--- config.mk ---
export PLATFORM = sky130hd
export DESIGN_NAME = rotary_input_conditioner
export DESIGN_NICKNAME = d
export VERILOG_FILES = /design/src/rtl/rotary_pkg.sv /design/src/rtl/rotary_debounce_channel.sv /design/src/rtl/rotary_input_conditioner.sv
export SDC_FILE = /design/constraint.sdc
export NUM_CORES = 1
export LEC_CHECK = 0
export CAP_MARGIN = 20
export CORE_MARGIN = 4
export CORE_UTILIZATION = 50
export CTS_BUF_LIST = sky130_fd_sc_hd__clkbuf_8
export DETAILED_ROUTE_END_ITERATION = 7
export HOLD_SLACK_MARGIN = 0.03
export PLACE_DENSITY = 0.7
export SLEW_MARGIN = 0
export SYNTH_ARGS = -nofsm -noshare
export SYNTH_HDL_FRONTEND = slang
export SYNTH_SLANG_ARGS = --single-unit
--- constraint.sdc ---
create_clock -name clk -period 2.4 [get_ports clk]
set_clock_uncertainty 0.2 [all_clocks]
set_input_delay 0.36 -clock clk [delete_from_list [all_inputs] [get_ports clk]]
set_output_delay 0.36 -clock clk [all_outputs]
set_load 0.01 [all_outputs]
--- src/rtl/rotary_pkg.sv ---
// Shared definitions for the rotary encoder input conditioner.
package rotary_pkg;

  // Production defaults: 50000 stable samples at the system clock.
  localparam int SYNC_STAGES_DEF     = 2;
  localparam int DEBOUNCE_CYCLES_DEF = 50000;
  localparam int CNT_W_DEF           = 16;

  // Per-channel debounce state. IDLEx holds a settled level x,
  // PENDx is waiting for level x to stay stable long enough.
  localparam logic [1:0] ST_IDLE0 = 2'd0;
  localparam logic [1:0] ST_PEND1 = 2'd1;
  localparam logic [1:0] ST_IDLE1 = 2'd2;
  localparam logic [1:0] ST_PEND0 = 2'd3;

  typedef enum logic [1:0] {
    IDLE0 = ST_IDLE0,
    PEND1 = ST_PEND1,
    IDLE1 = ST_IDLE1,
    PEND0 = ST_PEND0
  } chan_state_e;

endpackage

--- src/rtl/rotary_debounce_channel.sv ---
// One encoder pin: synchroniser, debounce FSM with stability counter,
// registered debounced level and one-cycle edge strobes.
module rotary_debounce_channel
  import rotary_pkg::*;
#(
  parameter int SYNC_STAGES     = SYNC_STAGES_DEF,
  parameter int DEBOUNCE_CYCLES = DEBOUNCE_CYCLES_DEF,
  parameter int CNT_W           = CNT_W_DEF
) (
  input  logic clk,
  input  logic rst_n,
  input  logic raw,
  output logic level,
  output logic rise,
  output logic fall
);

  // Terminal count: a change is accepted when the pending pin is still
  // stable with the counter at this value.
  localparam logic [CNT_W-1:0] CNT_LAST = CNT_W'(DEBOUNCE_CYCLES - 1);

  logic [SYNC_STAGES-1:0] sync_p0;
  logic                   s;
  chan_state_e            state;
  logic [CNT_W-1:0]       cnt;

  // Synchroniser chain: shift the raw asynchronous pin into the clock domain.
  always_ff @(posedge clk or negedge rst_n) begin
    if (!rst_n) begin
      sync_p0 <= '0;
    end else begin
      sync_p0 <= {sync_p0[SYNC_STAGES-2:0], raw};
    end
  end

  // Only the last synchroniser stage is safe to use.
  assign s = sync_p0[SYNC_STAGES-1];

  // Debounce FSM: any opposite sample while pending drops back to the
  // settled state, so acceptance always needs a full uninterrupted run.
  always_ff @(posedge clk or negedge rst_n) begin
    if (!rst_n) begin
      state <= IDLE0;
      cnt   <= '0;
      level <= 1'b0;
      rise  <= 1'b0;
      fall  <= 1'b0;
    end else begin
      rise <= 1'b0;
      fall <= 1'b0;
      case (state)
        IDLE0: begin
          if (s) begin
            cnt   <= '0;
            state <= PEND1;
          end
        end
        PEND1: begin
          if (!s) begin
            state <= IDLE0;
          end else if (cnt == CNT_LAST) begin
            state <= IDLE1;
            level <= 1'b1;
            rise  <= 1'b1;
          end else begin
            cnt <= cnt + CNT_W'(1);
          end
        end
        IDLE1: begin
          if (!s) begin
            cnt   <= '0;
            state <= PEND0;
          end
        end
        PEND0: begin
          if (s) begin
            state <= IDLE1;
          end else if (cnt == CNT_LAST) begin
            state <= IDLE0;
            level <= 1'b0;
            fall  <= 1'b1;
          end else begin
            cnt <= cnt + CNT_W'(1);
          end
        end
        default: begin
          state <= IDLE0;
          level <= 1'b0;
        end
      endcase
    end
  end

endmodule

--- src/rtl/rotary_input_conditioner.sv ---
// Rotary encoder front end: two independent debounced quadrature channels
// feeding the rotary level controller, plus edge strobes for status logic.
module rotary_input_conditioner
  import rotary_pkg::*;
#(
  parameter int SYNC_STAGES     = SYNC_STAGES_DEF,
  parameter int DEBOUNCE_CYCLES = DEBOUNCE_CYCLES_DEF,
  parameter int CNT_W           = CNT_W_DEF
) (
  input  logic clk,
  input  logic rst_n,
  input  logic rot_a_raw,
  input  logic rot_b_raw,
  output logic rotary_inc_a,
  output logic rotary_inc_b,
  output logic a_rise,
  output logic a_fall,
  output logic b_rise,
  output logic b_fall
);

  // Channel A: pin A conditioning.
  rotary_debounce_channel #(
    .SYNC_STAGES    (SYNC_STAGES),
    .DEBOUNCE_CYCLES(DEBOUNCE_CYCLES),
    .CNT_W          (CNT_W)
  ) u_chan_a (
    .clk  (clk),
    .rst_n(rst_n),
    .raw  (rot_a_raw),
    .level(rotary_inc_a),
    .rise (a_rise),
    .fall (a_fall)
  );

  // Channel B: pin B conditioning, fully independent of A.
  rotary_debounce_channel #(
    .SYNC_STAGES    (SYNC_STAGES),
    .DEBOUNCE_CYCLES(DEBOUNCE_CYCLES),
    .CNT_W          (CNT_W)
  ) u_chan_b (
    .clk  (clk),
    .rst_n(rst_n),
    .raw  (rot_b_raw),
    .level(rotary_inc_b),
    .rise (b_rise),
    .fall (b_fall)
  );

endmodule
==> run metrics, run 1 <==
Fin. Hold Viols=0; I/O Buffers=9; RSZ-0062 raised after global routing=false; flops & latches, synth=46; startpoint types=flip-flop; drt total wl=5.16 mm; Slew Limit Fails=0; DR pass1 iterations=4; predominant post-synthesis flop cell=dfrtp_1; Final Total Pwr=around 1.5 mW; Die Y=78.3 microns; period utilization=between 90% and 100%; Starting Density=between 50 and 60%; HPWL Detailed=approximately 3.5 mm; Final GP Congestion=slightly below 0.9; crit-path leading delay family=simple AND/OR/NAND/NOR gates; grt total ovfl=0; register-to-register setup slack=slightly below 0.1 ns; Post-synth top cells=dfrtp_1, nand2_1, nor2_1; Worst Setup End Kind=flip-flop; Worst slew margin=between 60% and 70%; Worst VDD drop=0.345 mV; ys async rst share=100%; routed vias/inst=between 6 and 7; run status=finished clean; Worst-path clk slew=around 0.090 ns; initial DRC count=~160; Min-Delay Path Class=flip-flop to flip-flop; ant diodes=0; post-synth top area share=a little under half; crit path cell chain=or4b_1 > or4_4 > nand2b_4 > buf_4 > mux2i_1; Worst Hold End=u_chan_b.sync_p0[1]$_DFF_PN0_; fin nets=275; Reg-to-Reg End=u_chan_b.cnt[1]$_DFFE_PN0P_; H-tree depth=2; Post-synth EDFFs=0; first-pass GRT wire length=8.80 mm; Cell variety after synth=between 40 and 50; critical path class=flip-flop to flip-flop; Worst Hold Launch=u_chan_b.sync_p0[0]$_DFF_PN0_; Post-Synthesis Cell Area=~0.0025 sq mm; Antenna Nets Post-Route=0; Die Width=about 80 microns; via count=between 2000 and 2500; CP arrival=about 2.3 ns; sequential-to-total area share from yosys stat=a little under half; largest cells by area after synthesis=dfrtp_1, mux2i_1, nand2_1, o2bb2ai_1, nand4_1; Skew-Pair Late Insertion Delay=0.30 ns; pre-CTS WS=0.117 ns; total negative slack=0 ns; max-cap check violation count=0; Worst Setup Slack, final=a little under 0.1 ns; FF-to-FF path depth=5; post-synthesis cell count=around 250; clock sink total=46; Clock Tree Buf Depth=2; num rows=25; die area=0.00613 sq mm; wire per inst=15.3 microns; hold depth=0; min cycle time layout=2.30 ns; PwrDens=538 mW/mm^2; clock root buffer=clkbuf_8; Slowest-stage cell, CP=or4_4; Setup-failing EPs final=0; gr usage total=between 15 and 20%; count leader, synth=dfrtp_1; RR Startpoint=u_chan_b.cnt[12]$_DFFE_PN0P_; Crit path largest cell delay=0.58 ns; P&R area growth vs syn=12.3%; largest net degree at the start of global routing=27; yosys warns=0; area leader, netlist=dfrtp_1; Avg Inst Size Synth=approximately 9.7 sq um; CTS tree=done; Buf/Inv on CP=1; ratio of cells with drive above 1 in the final layout=9.26%; antenna violations before repair=0; DRC Markers=0; P_leak=approximately 1.2 nW; Net Count, Synth=260; Worst Path Required=roughly 2.4 ns; post-route cell area=0.00278 sq mm; placed inst area=between 0.002 and 0.003 sq mm; final hold slack=0.154 ns; vias in the first global route=~1800; slew at the pin closest to its max-slew limit=between 0.5 and 0.6 ns; Critical Path Fanout Max=9; IO Pins=10; fmax=0.434 GHz; Core ar.=0.00475 sq mm; total CTS buffers=5
==> worst reg2reg max path: stages, from the launching register on <==
cell      delay (ns)
dfrtp_1         0.39
or4b_1          0.54
or4_4           0.58
nand2b_4        0.13
buf_4           0.20
mux2i_1         0.19
==> state kept, by name, summed over array words and instances, names as in the netlist, 2 cells and up, named ones only <==
signal            flops
u_chan_a.cnt         16
u_chan_b.sync_p0      2
u_chan_a.sync_p0      2
u_chan_b.cnt         16
==> power breakdown <==
group          switching, mW  internal (mW)  leakage (nW)
combinational         0.0813         0.0685         0.552
clock                  0.257          0.229        0.0524
sequential            0.0480          0.811         0.623
total                  0.386           1.11          1.23
==> routing by layer <==
metal / global-route usage (%) / vias to the layer above / wire length, microns
met5: 0 / - / 0
li1: - / 994 / -
met4: 4.55 / 0 / 55
met1: 23.1 / 988 / 2300
met2: 30.7 / 45 / 2590
met3: 3.56 / 7 / 207
==> cell families after synthesis <==
group,synth area share (%)
flops,46.6
fa+ha+maj,1.01
simple gates,25.6
mux,6.12
xor+xnor,1.06
compound gates,15.1
buf+inv,4.55
==> what timing repair did <==
action	CTS	global route
hold endpoints to repair	20	0
setup endpoints to repair	0	0
resized for setup	0	0
hold buffers	1	0
setup buffers	0	0
==> metrics by stage <==
| stage | std cells | utilization, % |
|---|---|---|
| floorplan | 254 | - |
| finish | 337 | 58.4 |
| global route | 337 | 58.4 |
| global placement | 328 | 56.3 |
| CTS | 337 | 58.4 |
| detailed placement | 328 | 56.3 |
==> final cells by class <==
type                            count  area (sq um)
Timing Repair Buffer               24           213
Clock inverter                      2          8.76
Tap cell                           67          83.8
Clock buffer                        6          82.6
Multi-Input combinational cell    184          1210
Sequential cell                    46          1150
Inverter                            8          30.0
Fill cell                         435          1980
==> worst max path at each step <==
stage	startpoint	to	slack [ns]	depth (start not counted)
2_1_floorplan	u_chan_b.cnt[12]$_DFFE_PN0P_	u_chan_b.cnt[0]$_DFFE_PN0P_	0.14	4
3_3_place_gp	u_chan_b.cnt[12]$_DFFE_PN0P_	u_chan_b.cnt[1]$_DFFE_PN0P_	0.16	5
3_5_place_dp	u_chan_b.cnt[12]$_DFFE_PN0P_	u_chan_b.cnt[1]$_DFFE_PN0P_	0.12	5
4_1_cts	u_chan_b.cnt[12]$_DFFE_PN0P_	u_chan_b.cnt[1]$_DFFE_PN0P_	0.09	5
5_1_grt	u_chan_b.cnt[11]$_DFFE_PN0P_	u_chan_b.cnt[1]$_DFFE_PN0P_	0.05	5
6_report	u_chan_b.cnt[12]$_DFFE_PN0P_	u_chan_b.cnt[1]$_DFFE_PN0P_	0.1	5
==> layout by cell type, fill, tap and decap left out, drive strengths merged, types with 2 or more instances in the layout <==
cell type / Yosys / layout
inv: 8 / 9
o211ai: 2 / 2
clkbuf: 12 / 6
nand3: 12 / 12
or4: 4 / 4
o2bb2ai: 9 / 9
o221ai: 2 / 2
nor3b: 2 / 2
nand4: 12 / 12
a21oi: 6 / 6
a211o: 2 / 2
o21ai: 10 / 10
buf: 4 / 15
nand2: 22 / 22
nor4: 3 / 3
and2: 5 / 5
nor3: 9 / 9
ha: 2 / 2
clkdlybuf4s50: 0 / 8
nand2b: 3 / 3
nor2: 19 / 19
dfrtp: 46 / 46
mux2i: 14 / 14
nand3b: 2 / 2
and4: 6 / 6
xnor2: 2 / 2
o22ai: 2 / 2
and3: 7 / 7
o41ai: 4 / 4
nand4b: 2 / 2
a31oi: 6 / 6
Power figures use the tool's default switching activity.
==> run 2, diff against run 1 <==
--- a/config.mk
+++ b/config.mk
@@ -6,12 +6,13 @@
 export NUM_CORES = 1
 export LEC_CHECK = 0
 export CAP_MARGIN = 20
-export CORE_MARGIN = 4
+export CORE_MARGIN = 5
 export CORE_UTILIZATION = 50
 export CTS_BUF_LIST = sky130_fd_sc_hd__clkbuf_8
 export DETAILED_ROUTE_END_ITERATION = 7
+export DONT_BUFFER_PORTS = 1
 export HOLD_SLACK_MARGIN = 0.03
-export PLACE_DENSITY = 0.7
+export PLACE_DENSITY = 0.68
 export SLEW_MARGIN = 0
 export SYNTH_ARGS = -nofsm -noshare
 export SYNTH_HDL_FRONTEND = slang
==> run 2 against run 1 <==
Compared with the run above: clock power is 16% higher; first-iteration DRC count is 25% lower; utilization is 0.053 points lower; setup slack worse by 0.016 ns; sequential power hardly changed; sequential share of layout area hardly changed; routed wire length is 0.16% lower; clock-buffer cell count is 1 lower; critical endpoint is now u_chan_b.cnt[0]$_DFFE_PN0P_.
==> run metrics, run 2 (same netlist as run 1, synthesis figures left out) <==
Cell Count, Final, Fillers Out=between 300 and 400; ant diodes=0; DR pass1 iterations=4; die area=between 0.006 and 0.007 sq mm; final core occ=58.4%; RSZ-0062 raised after global routing=false; drt total wl=slightly above 5 mm; Starting Density=between 50% and 60%; Worst VDD drop=between 0.2 and 0.3 mV; Die Y=~80 microns; grt total ovfl=0; Reg-to-Reg End=u_chan_b.cnt[0]$_DFFE_PN0P_; Worst slew margin=69.2%; period utilization=roughly 97%; largest net degree at the start of global routing=47; Die Width=between 80 and 90 microns; Setup-failing EPs final=0; CTS tree=done; biggest regs=u_chan_a.cnt (16), u_chan_b.cnt (16); Critical Path Fanout Max=6; Slew Limit Fails=0; critical path class=flip-flop to flip-flop; Skew-Pair Late Insertion Delay=roughly 0.3 ns; Antenna Nets Post-Route=0; total negative slack=0 ns; Worst Path Required=about 2.4 ns; P_leak=1.24 nW; commonest cells after routing, fill and taps aside=dfrtp_1, nand2_1, nor2_1; Clock Tree Buf Depth=2; clock sink total=46; Fin. Hold Viols=0; fin nets=273; post_cts resized=0; min cycle time layout=about 2.3 ns; fmax=0.431 GHz; clock root buffer=clkbuf_8; initial DRC count=118; CP arrival=roughly 2.3 ns; Worst Hold Launch=u_chan_b.sync_p0[0]$_DFF_PN0_; ratio of cells with drive above 1 in the final layout=between 10% and 20%; HPWL Detailed=~3.5 mm; Inst Count DP=317; FF-to-FF path depth=4; via count=1958; Worst-path clk slew=0.09 ns; register area=0.00115 sq mm; I/O Buffers=0; P&R area growth vs syn=12.2%; Core ar.=between 0.004 and 0.005 sq mm; wire per inst=about 15 microns; Final Total Pwr=around 1.6 mW; Min-Delay Path Class=flip-flop to flip-flop; startpoint types=flip-flop; Worst Hold End=u_chan_b.sync_p0[1]$_DFF_PN0_; register-to-register setup slack=between 0.08 and 0.09 ns; IO Pins=10; area of the multi-input gates=about 0.0012 sq mm; max-cap check violation count=0; RR Startpoint=u_chan_b.cnt[10]$_DFFE_PN0P_; PwrDens=~570 mW/mm^2; hold depth=0; total CTS buffers=5; Fillers=roughly 430; run status=finished clean; first-pass GRT wire length=8.85 mm; routed vias/inst=5.84; H-tree depth=2; antenna violations before repair=0; Final GP Congestion=approximately 0.82; num rows=25; gr usage total=about 18%; vias in the first global route=around 1900; DRC Markers=0; slew at the pin closest to its max-slew limit=~0.46 ns; commonest non-fill, non-tap cell in the layout=dfrtp_1; Worst Setup End Kind=flip-flop
==> run 2: worst max path at each step <==
stage,from,to,slack (ns)
6_report,u_chan_b.cnt[10]$_DFFE_PN0P_,u_chan_b.cnt[0]$_DFFE_PN0P_,0.08
5_1_grt,u_chan_b.cnt[10]$_DFFE_PN0P_,u_chan_b.cnt[0]$_DFFE_PN0P_,0.02
4_1_cts,u_chan_b.cnt[10]$_DFFE_PN0P_,u_chan_b.cnt[0]$_DFFE_PN0P_,0.05
3_5_place_dp,u_chan_b.cnt[10]$_DFFE_PN0P_,u_chan_b.cnt[0]$_DFFE_PN0P_,0.07
3_3_place_gp,u_chan_b.cnt[10]$_DFFE_PN0P_,u_chan_b.cnt[0]$_DFFE_PN0P_,0.11
2_1_floorplan,u_chan_b.cnt[12]$_DFFE_PN0P_,u_chan_b.cnt[0]$_DFFE_PN0P_,0.14
==> run 2: cell type report <==
| class | count | area share (%) |
|---|---|---|
| inverter | 8 | 1.08 |
| sequential | 46 | 41.5 |
| clock buffer | 5 | 2.48 |
| timing repair buffer | 22 | 6.94 |
| clock inverter | 3 | 1.44 |
| multi-input combinational | 184 | 43.6 |
| tap | 67 | 3.02 |
==> run 2: what timing repair did <==
action | 4_1_cts | 5_1_grt
setup buffers | 0 | 6
hold buffers | 4 | 0
setup endpoints to repair | 0 | 1
hold endpoints to repair | 48 | 0
==> run 2: stage by stage <==
step | worst slack [ns] | area [sq um] | hold slack [ns]
floorplan | 0.137 | 2470 | -0.136
CTS | 0.0507 | 2730 | 0.147
global placement | 0.109 | 2560 | -0.135
global route | 0.0153 | 2780 | 0.153
finish | 0.0808 | 2780 | 0.143
detailed placement | 0.0718 | 2560 | -0.135
==> run 2: power by group <==
part           internal [mW]  total [mW]  leakage, nW  switching, mW
Clock                  0.307       0.564       0.0579          0.257
Sequential             0.811       0.861        0.623         0.0499
Combinational         0.0728       0.156        0.556         0.0833
Total                   1.19        1.58         1.24          0.390
==> run 2: routing by layer <==
| metal | share of wire [%] | global-route usage [%] | vias up |
|---|---|---|---|
| met2 | 49 | 29.8 | 23 |
| met4 | 2.1 | 6.59 | 0 |
| li1 | - | - | 981 |
| met5 | 0 | 0 | - |
| met3 | 2.5 | 4.04 | 10 |
| met1 | 47 | 21.5 | 944 |
==> run 2: critical path, stage by stage, from the launching register on <==
cell and delay, ns:
dfrtp_1 0.42, or4b_1 0.54, or4_4 0.59, nand2b_4 0.12, mux2_1 0.32
==> run 3, diff against run 2 <==
--- a/config.mk
+++ b/config.mk
@@ -12,6 +12,7 @@
 export DETAILED_ROUTE_END_ITERATION = 7
 export DONT_BUFFER_PORTS = 1
 export HOLD_SLACK_MARGIN = 0.03
+export MAX_ROUTING_LAYER = met4
 export PLACE_DENSITY = 0.68
 export SLEW_MARGIN = 0
 export SYNTH_ARGS = -nofsm -noshare
==> run 3 against run 2 <==
Compared with the run above: sequential share of layout area did not move; power barely moved; setup slack improved by 0.0089 ns; global-route usage rose by 0.47 points; sequential cell count did not move; first-iteration DRC count fell by 8.5%; non-clock buffer count did not move; via count rose by 0.31%; clock-buffer cell count did not move; cell count did not move; critical endpoint unchanged; sequential power barely moved.
==> run metrics, run 3 (same netlist as run 1, synthesis figures left out) <==
final core occ=roughly three fifths; I/O Buffers=0; Worst slew margin=between 60 and 70%; Worst Setup Slack, final=about 0.09 ns; Skew-Pair Late Insertion Delay=0.30 ns; run status=finished clean; ratio of cells with drive above 1 in the final layout=~11%; commonest cells after routing, fill and taps aside=dfrtp_1, nand2_1, nor2_1; Min-Delay Path Class=flip-flop to flip-flop; Slowest-stage cell, CP=or4_4; biggest regs=u_chan_a.cnt (16), u_chan_b.cnt (16); via count=slightly below 2000; num rows=25; CP arrival=about 2.3 ns; CTS tree=done; Setup-failing EPs final=0; total CTS buffers=5; Fin. Hold Viols=0; vias in the first global route=around 1900; DRC Markers=0; die area=0.00645 sq mm; Cell Count, Final, Fillers Out=roughly 340; grt total ovfl=0; HPWL Detailed=between 3 and 4 mm; slew at the pin closest to its max-slew limit=between 0.4 and 0.5 ns; Crit path largest cell delay=about 0.59 ns; gr usage total=about 18%; crit-path leading delay family=simple AND/OR/NAND/NOR gates; largest net degree at the start of global routing=47; Antenna Nets Post-Route=0; clock sink total=46; period utilization=96.3%; critical path class=flip-flop to flip-flop; total negative slack=0 ns; post_cts resized=0; Clock Tree Buf Depth=2; pre-CTS WS=about 0.072 ns; Critical Path Fanout Max=6; IO Pins=10; DR pass1 iterations=4; crit path cell chain=or4b_1 > or4_4 > nand2b_4 > mux2_1; ant diodes=0; Buf/Inv on CP=0; wire per inst=roughly 15 microns; max-cap check violation count=0; Worst Path Required=roughly 2.4 ns; initial DRC count=~110; register area=~0.0012 sq mm; commonest non-fill, non-tap cell in the layout=dfrtp_1; Inst Count DP=~320; Die Width=between 80 and 90 microns; P_leak=1.24 nW; Worst VDD drop=0.289 mV; drt total wl=between 5 and 6 mm; clock root buffer=clkbuf_8; antenna violations before repair=0; Worst-path clk slew=about 0.090 ns; Die Y=roughly 80 microns; RSZ-0062 raised after global routing=false; Starting Density=roughly 52%; Slew Limit Fails=0; Core ar.=0.00475 sq mm; first-pass GRT wire length=between 8 and 9 mm; PwrDens=approximately 570 mW/mm^2; Worst Setup End Kind=flip-flop; P&R area growth vs syn=12.2%; min cycle time layout=between 2 and 2.5 ns; routed vias/inst=around 6; H-tree depth=2; startpoint types=flip-flop; area of the multi-input gates=0.00121 sq mm; fin nets=approximately 270; Fillers=between 400 and 500; fmax=approximately 0.43 GHz; final hold slack=about 0.14 ns; Final GP Congestion=0.837
run 3: power breakdown:
part / internal (mW) / total [mW] / switching (mW)
logic: 0.0728 / 0.156 / 0.0828
clock network: 0.307 / 0.564 / 0.257
registers: 0.811 / 0.861 / 0.0499
total: 1.19 / 1.58 / 0.390
run 3: routing by layer:
layer / routed length (microns) / up-vias / GRT usage [%]
met1: 2300 / 934 / 21.7
met2: 2500 / 39 / 29.6
met5: 0 / - / -
met4: 110 / 0 / 6.59
li1: - / 981 / -
met3: 197 / 10 / 4.04
run 3: final cells by class:
type	count	area share, %
repair buffers	22	6.94
multi-input cells	184	43.6
flip-flops and latches	46	41.5
clock buffers	5	2.48
well taps	67	3.02
clock inverters	3	1.44
inverters	8	1.08
run 3: worst register-to-register path: stages, from the launching register on:
cell,delay (ns)
dfrtp_1,0.42
or4b_1,0.54
or4_4,0.59
nand2b_4,0.12
mux2_1,0.32
run 3: stage by stage:
| stage | power [mW] | area, sq um |
|---|---|---|
| 3_5_place_dp | 1.00 | 2560 |
| 5_1_grt | 1.66 | 2780 |
| 6_report | 1.58 | 2780 |
| 4_1_cts | 1.60 | 2730 |
| 2_1_floorplan | 0.972 | 2470 |
| 3_3_place_gp | 0.998 | 2560 |
run 3: timing repair:
action | 4_1_cts | 5_1_grt
endpoints found under the hold margin | 48 | 0
hold buffers | 4 | 0
endpoints found under the setup margin | 0 | 1
setup buffers | 0 | 6
run 3: final timing paths:
check	end	start	slack [ns]	cells after the start
max in group asynchronous	u_chan_b.sync_p0[0]$_DFF_PN0_	rst_n	1.42	2
hold reg to reg	u_chan_b.sync_p0[1]$_DFF_PN0_	u_chan_b.sync_p0[0]$_DFF_PN0_	0.14	0
min in group asynchronous	u_chan_b.rise$_DFF_PN0_	rst_n	0.36	2
hold / removal	u_chan_b.sync_p0[1]$_DFF_PN0_	u_chan_b.sync_p0[0]$_DFF_PN0_	0.14	0
setup reg to reg	u_chan_b.cnt[0]$_DFFE_PN0P_	u_chan_b.cnt[10]$_DFFE_PN0P_	0.09	4
setup / recovery	u_chan_b.cnt[0]$_DFFE_PN0P_	u_chan_b.cnt[10]$_DFFE_PN0P_	0.09	4
==> patch 1: new RTL, flow settings as in run 3 <==
Set the package constant `DEBOUNCE_CYCLES_DEF` to 32768 (it was 50000).
--- a/src/rtl/rotary_pkg.sv
+++ b/src/rtl/rotary_pkg.sv
@@ -5,3 +5,3 @@
   localparam int SYNC_STAGES_DEF     = 2;
-  localparam int DEBOUNCE_CYCLES_DEF = 50000;
+  localparam int DEBOUNCE_CYCLES_DEF = 32768;
   localparam int CNT_W_DEF           = 16;
Function: same outputs for any inputs over 10 cycles, from zero or initial values and one cycle with rst_n low; that may be too few to reach the edited logic, so the function may still have changed.
==> patch 1 against run 3 <==
Synthesized area is 4.0% lower. Combinational power is 7% lower. Worst hold slack better by 0.010 ns. Sequential cell count stayed put. Design area is 2.3% lower. Worst setup slack better by 0.10 ns. Power hardly changed. Routed wire length is 0.94% higher. Critical path type unchanged. Critical endpoint is now u_chan_a.level. Highest routed layer unchanged.
==> patch 1: results (changes against run 3) <==
outcome=finished clean; violation count after the first detailed-routing iteration=204 (+89%); critical path peak fanout=4 (-2); sequential share of power=0.553 (+0.008); Max-slew headroom=0.595 (-0.0934); final estimated routing congestion in global placement=0.863 (+3.1%); Synth top area share=0.485 (+0.0196); Max rail drop VDD=428 uV (+48%); total power after layout=1.58 mW (about the same); total met3 wirelength after detailed routing=192 um (-2.5%); endpoint of the most critical register-to-register path=u_chan_a.level; ratio of cells with drive above 1 in the final layout=0.130 (+0.0183); count of vias placed by the detailed router=1936 (-1.4%); routed wire length=5.16 mm (+0.94%); met2 wire length=2.20 mm (-12%); master of the slowest instance on the critical path=sky130_fd_sc_hd__or4_1; cell types with the highest counts after synthesis=sky130_fd_sc_hd__dfrtp_1, sky130_fd_sc_hd__nand3_1, sky130_fd_sc_hd__inv_1; net count after synthesis=245 (-5.8%); net switching power of the design=0.400 mW (+2.6%); worst reg2reg path startpoint=u_chan_a.cnt[1]; synthesized area divided by synthesized cell count=9.93 um2 (+2.0%); number of inserted filler cells in the final layout=399 (-7.6%); final HPWL from detailed placement=3.44 mm (-1.8%); cell types with the largest area share after synthesis=sky130_fd_sc_hd__dfrtp_1, sky130_fd_sc_hd__mux2i_1, sky130_fd_sc_hd__nand3_1; number of cells on the worst reg-to-reg path=6 (+2); worst reg2reg setup slack=0.19 ns (+0.10 ns); vias in the first global route=1779 (-6.3%); detailed-route wire length on metal 1=2.72 mm (+18%)
patch 1: worst min path at each step:
stage | start | end | slack (ns) | cells past startpoint
6_report | u_chan_a.sync_p0[0] | u_chan_a.sync_p0[1] | 0.15 | 0
5_1_grt | u_chan_a.sync_p0[0] | u_chan_a.sync_p0[1] | 0.17 | 0
4_1_cts | u_chan_a.sync_p0[0] | u_chan_a.sync_p0[1] | 0.16 | 0
3_5_place_dp | rst_n | asynchronous set/reset pin | -0.13 | 0
3_3_place_gp | rst_n | asynchronous set/reset pin | -0.13 | 0
2_1_floorplan | rst_n | asynchronous set/reset pin | -0.14 | 0
patch 1: through the flow:
stage	setup slack, ns	utilization
after floorplan	0.235	-
after global placement	0.194	0.543
after detailed placement	0.148	0.543
after CTS	0.100	0.578
after global routing	0.0986	0.581
final	0.190	0.581
patch 1: per-layer routing:
layer	global-route usage	vias up
li1	-	950
met1	0.278	949
met2	0.252	31
met3	0.0408	6
met4	0.0361	0
met5	-	-
patch 1: cell families (layout without fill, tap and decap cells):
| family | count (synthesis) | in the layout | synth area share |
|---|---|---|---|
| xor+xnor | 4 | 4 | 0.0148 |
| compound gates | 57 | 57 | 0.176 |
| flops | 46 | 46 | 0.485 |
| fa+ha+maj | 2 | 2 | 0.0105 |
| buf+inv | 25 | 47 | 0.0417 |
| simple gates | 92 | 92 | 0.216 |
| mux | 13 | 13 | 0.0564 |
patch 1: final cells by class:
cell class | instances | area, um2 | area share
Inverter | 16 | 62.6 | 0.0231
Sequential cell | 46 | 1150 | 0.425
Timing Repair Buffer | 23 | 200 | 0.0739
Multi-Input combinational cell | 168 | 1120 | 0.414
Clock inverter | 3 | 37.5 | 0.0139
Tap cell | 54 | 67.6 | 0.0249
Clock buffer | 5 | 68.8 | 0.0254
==> patch 2: new RTL, flow settings as in run 3 <==
Made on the original files. Register the inputs `rot_a_raw` and `rot_b_raw` before use, without a reset. The logic sees them one clock later.
--- a/src/rtl/rotary_input_conditioner.sv
+++ b/src/rtl/rotary_input_conditioner.sv
@@ -21,2 +21,10 @@
 
+  logic rot_a_raw_q;
+  logic rot_b_raw_q;
+
+  always_ff @(posedge clk) begin
+      rot_a_raw_q <= rot_a_raw;
+      rot_b_raw_q <= rot_b_raw;
+  end
+
   // Channel A: pin A conditioning.
@@ -29,3 +37,3 @@
     .rst_n(rst_n),
-    .raw  (rot_a_raw),
+    .raw  (rot_a_raw_q),
     .level(rotary_inc_a),
@@ -43,3 +51,3 @@
     .rst_n(rst_n),
-    .raw  (rot_b_raw),
+    .raw  (rot_b_raw_q),
     .level(rotary_inc_b),
Function: no difference found for any inputs over 10 cycles, from zero or initial values and one cycle with rst_n low; that may be too few to reach the edited logic, so the function may still have changed.
==> patch 2 against run 3 <==
Clock power decreased by 13%. Fmax is 0.59% lower. Routed wire length grew 8.9%. Design area up 4.4%. Via count up 8.4%. Power shrank 4.2%. Worst setup slack worse by 0.014 ns. Sequential cell count grew 2. Synthesized area is 2.6% higher. Largest power group unchanged.
==> patch 2: results (changes against run 3) <==
outcome=finished clean; net count after synthesis=262 (+0.77%); worst hold endpoint=u_chan_a.sync_p0[0]; final estimated routing congestion in global placement=0.844 (+0.78%); leakage power of the design=1.22 nW (-1.2%); cell types with the highest counts after synthesis=sky130_fd_sc_hd__dfrtp_1, sky130_fd_sc_hd__nand2_1, sky130_fd_sc_hd__nand3_1; violation count after the first detailed-routing iteration=133 (+23%); wire length of the first global-routing pass=9.92 mm (+12%); Total GRT Usage=0.198 (+0.0184); master of the slowest instance on the critical path=sky130_fd_sc_hd__or4b_1; routed wire length=5.57 mm (+8.9%); worst reg2reg path startpoint=u_chan_b.cnt[11]; post-synthesis share of cell area spent on full adders, half adders and majority gates=0.00987 (-0.000255); biggest cell delay along the critical path=0.55 ns (-0.04 ns); Max rail drop VDD=340 uV (+18%); number of cells on the worst reg-to-reg path=4 (unchanged); critical path peak fanout=4 (-2); Synth cell types=55 (+12%); sequential area share after synthesis=0.470 (+0.00407); cell types with the largest area share after synthesis=sky130_fd_sc_hd__dfrtp_1, sky130_fd_sc_hd__nand2_1, sky130_fd_sc_hd__nand3_1; vias in the first global route=2064 (+8.7%); FFs w/ async S/R, synth=0.958 (-0.0417); internal power=1.10 mW (-7.3%); detail-routed via count per cell=6.11 (+4.3%); mux share of post-synthesis cell area=0.0409 (-0.0203); Max-slew headroom=0.611 (-0.0772); compound-gate portion of the synthesized area=0.173 (+0.0224); final HPWL from detailed placement=3.80 mm (+8.4%); source of the worst hold timing path=rot_a_raw_q; Final #Nets=283 (+3.7%)
[patch 2: final cells by class]
class | instances | area, um2 | share of cell area
Sequential cell | 48 | 1190 | 0.411
Tap cell | 70 | 87.6 | 0.0302
Inverter | 9 | 36.3 | 0.0125
Timing Repair Buffer | 28 | 254 | 0.0877
Clock inverter | 3 | 18.8 | 0.00648
Clock buffer | 5 | 68.8 | 0.0238
Multi-Input combinational cell | 185 | 1240 | 0.428
[patch 2: repair_timing]
action | 4_1_cts | 5_1_grt
hold buffers | 4 | 0
gates cloned | 0 | 0
setup endpoints to repair | 1 | 3
pin swaps | 0 | 3
resized for setup | 1 | 2
buffers inserted | 0 | 3
hold endpoints to repair | 48 | 0
[patch 2: power by group through the flow]
stage                     clock, mW  sequential, mW  combinational (mW)
after floorplan                   0           0.880               0.102
after global placement            0           0.905               0.104
after detailed placement          0           0.905               0.108
after CTS                     0.506           0.890               0.134
after global routing          0.542           0.897               0.152
final                         0.488           0.892               0.135
[patch 2: per-stage QoR]
| stage | cell area [um2] | setup slack [ns] | hold slack (ns) | std cells |
|---|---|---|---|---|
| finish | 2900 | 0.0758 | 0.132 | 348 |
| global route | 2900 | 0.00436 | 0.148 | 348 |
| CTS | 2860 | 0.0307 | 0.135 | 344 |
| detailed placement | 2710 | 0.00663 | -0.134 | 332 |
| global placement | 2710 | 0.0770 | -0.134 | 332 |
| floorplan | 2540 | 0.0274 | -0.136 | 256 |
[patch 2: metal layers]
layer / part of all wire / GRT usage
met2: 0.49 / 0.318
met3: 0.033 / 0.0410
met5: 0 / -
met1: 0.45 / 0.247
met4: 0.022 / 0.0743
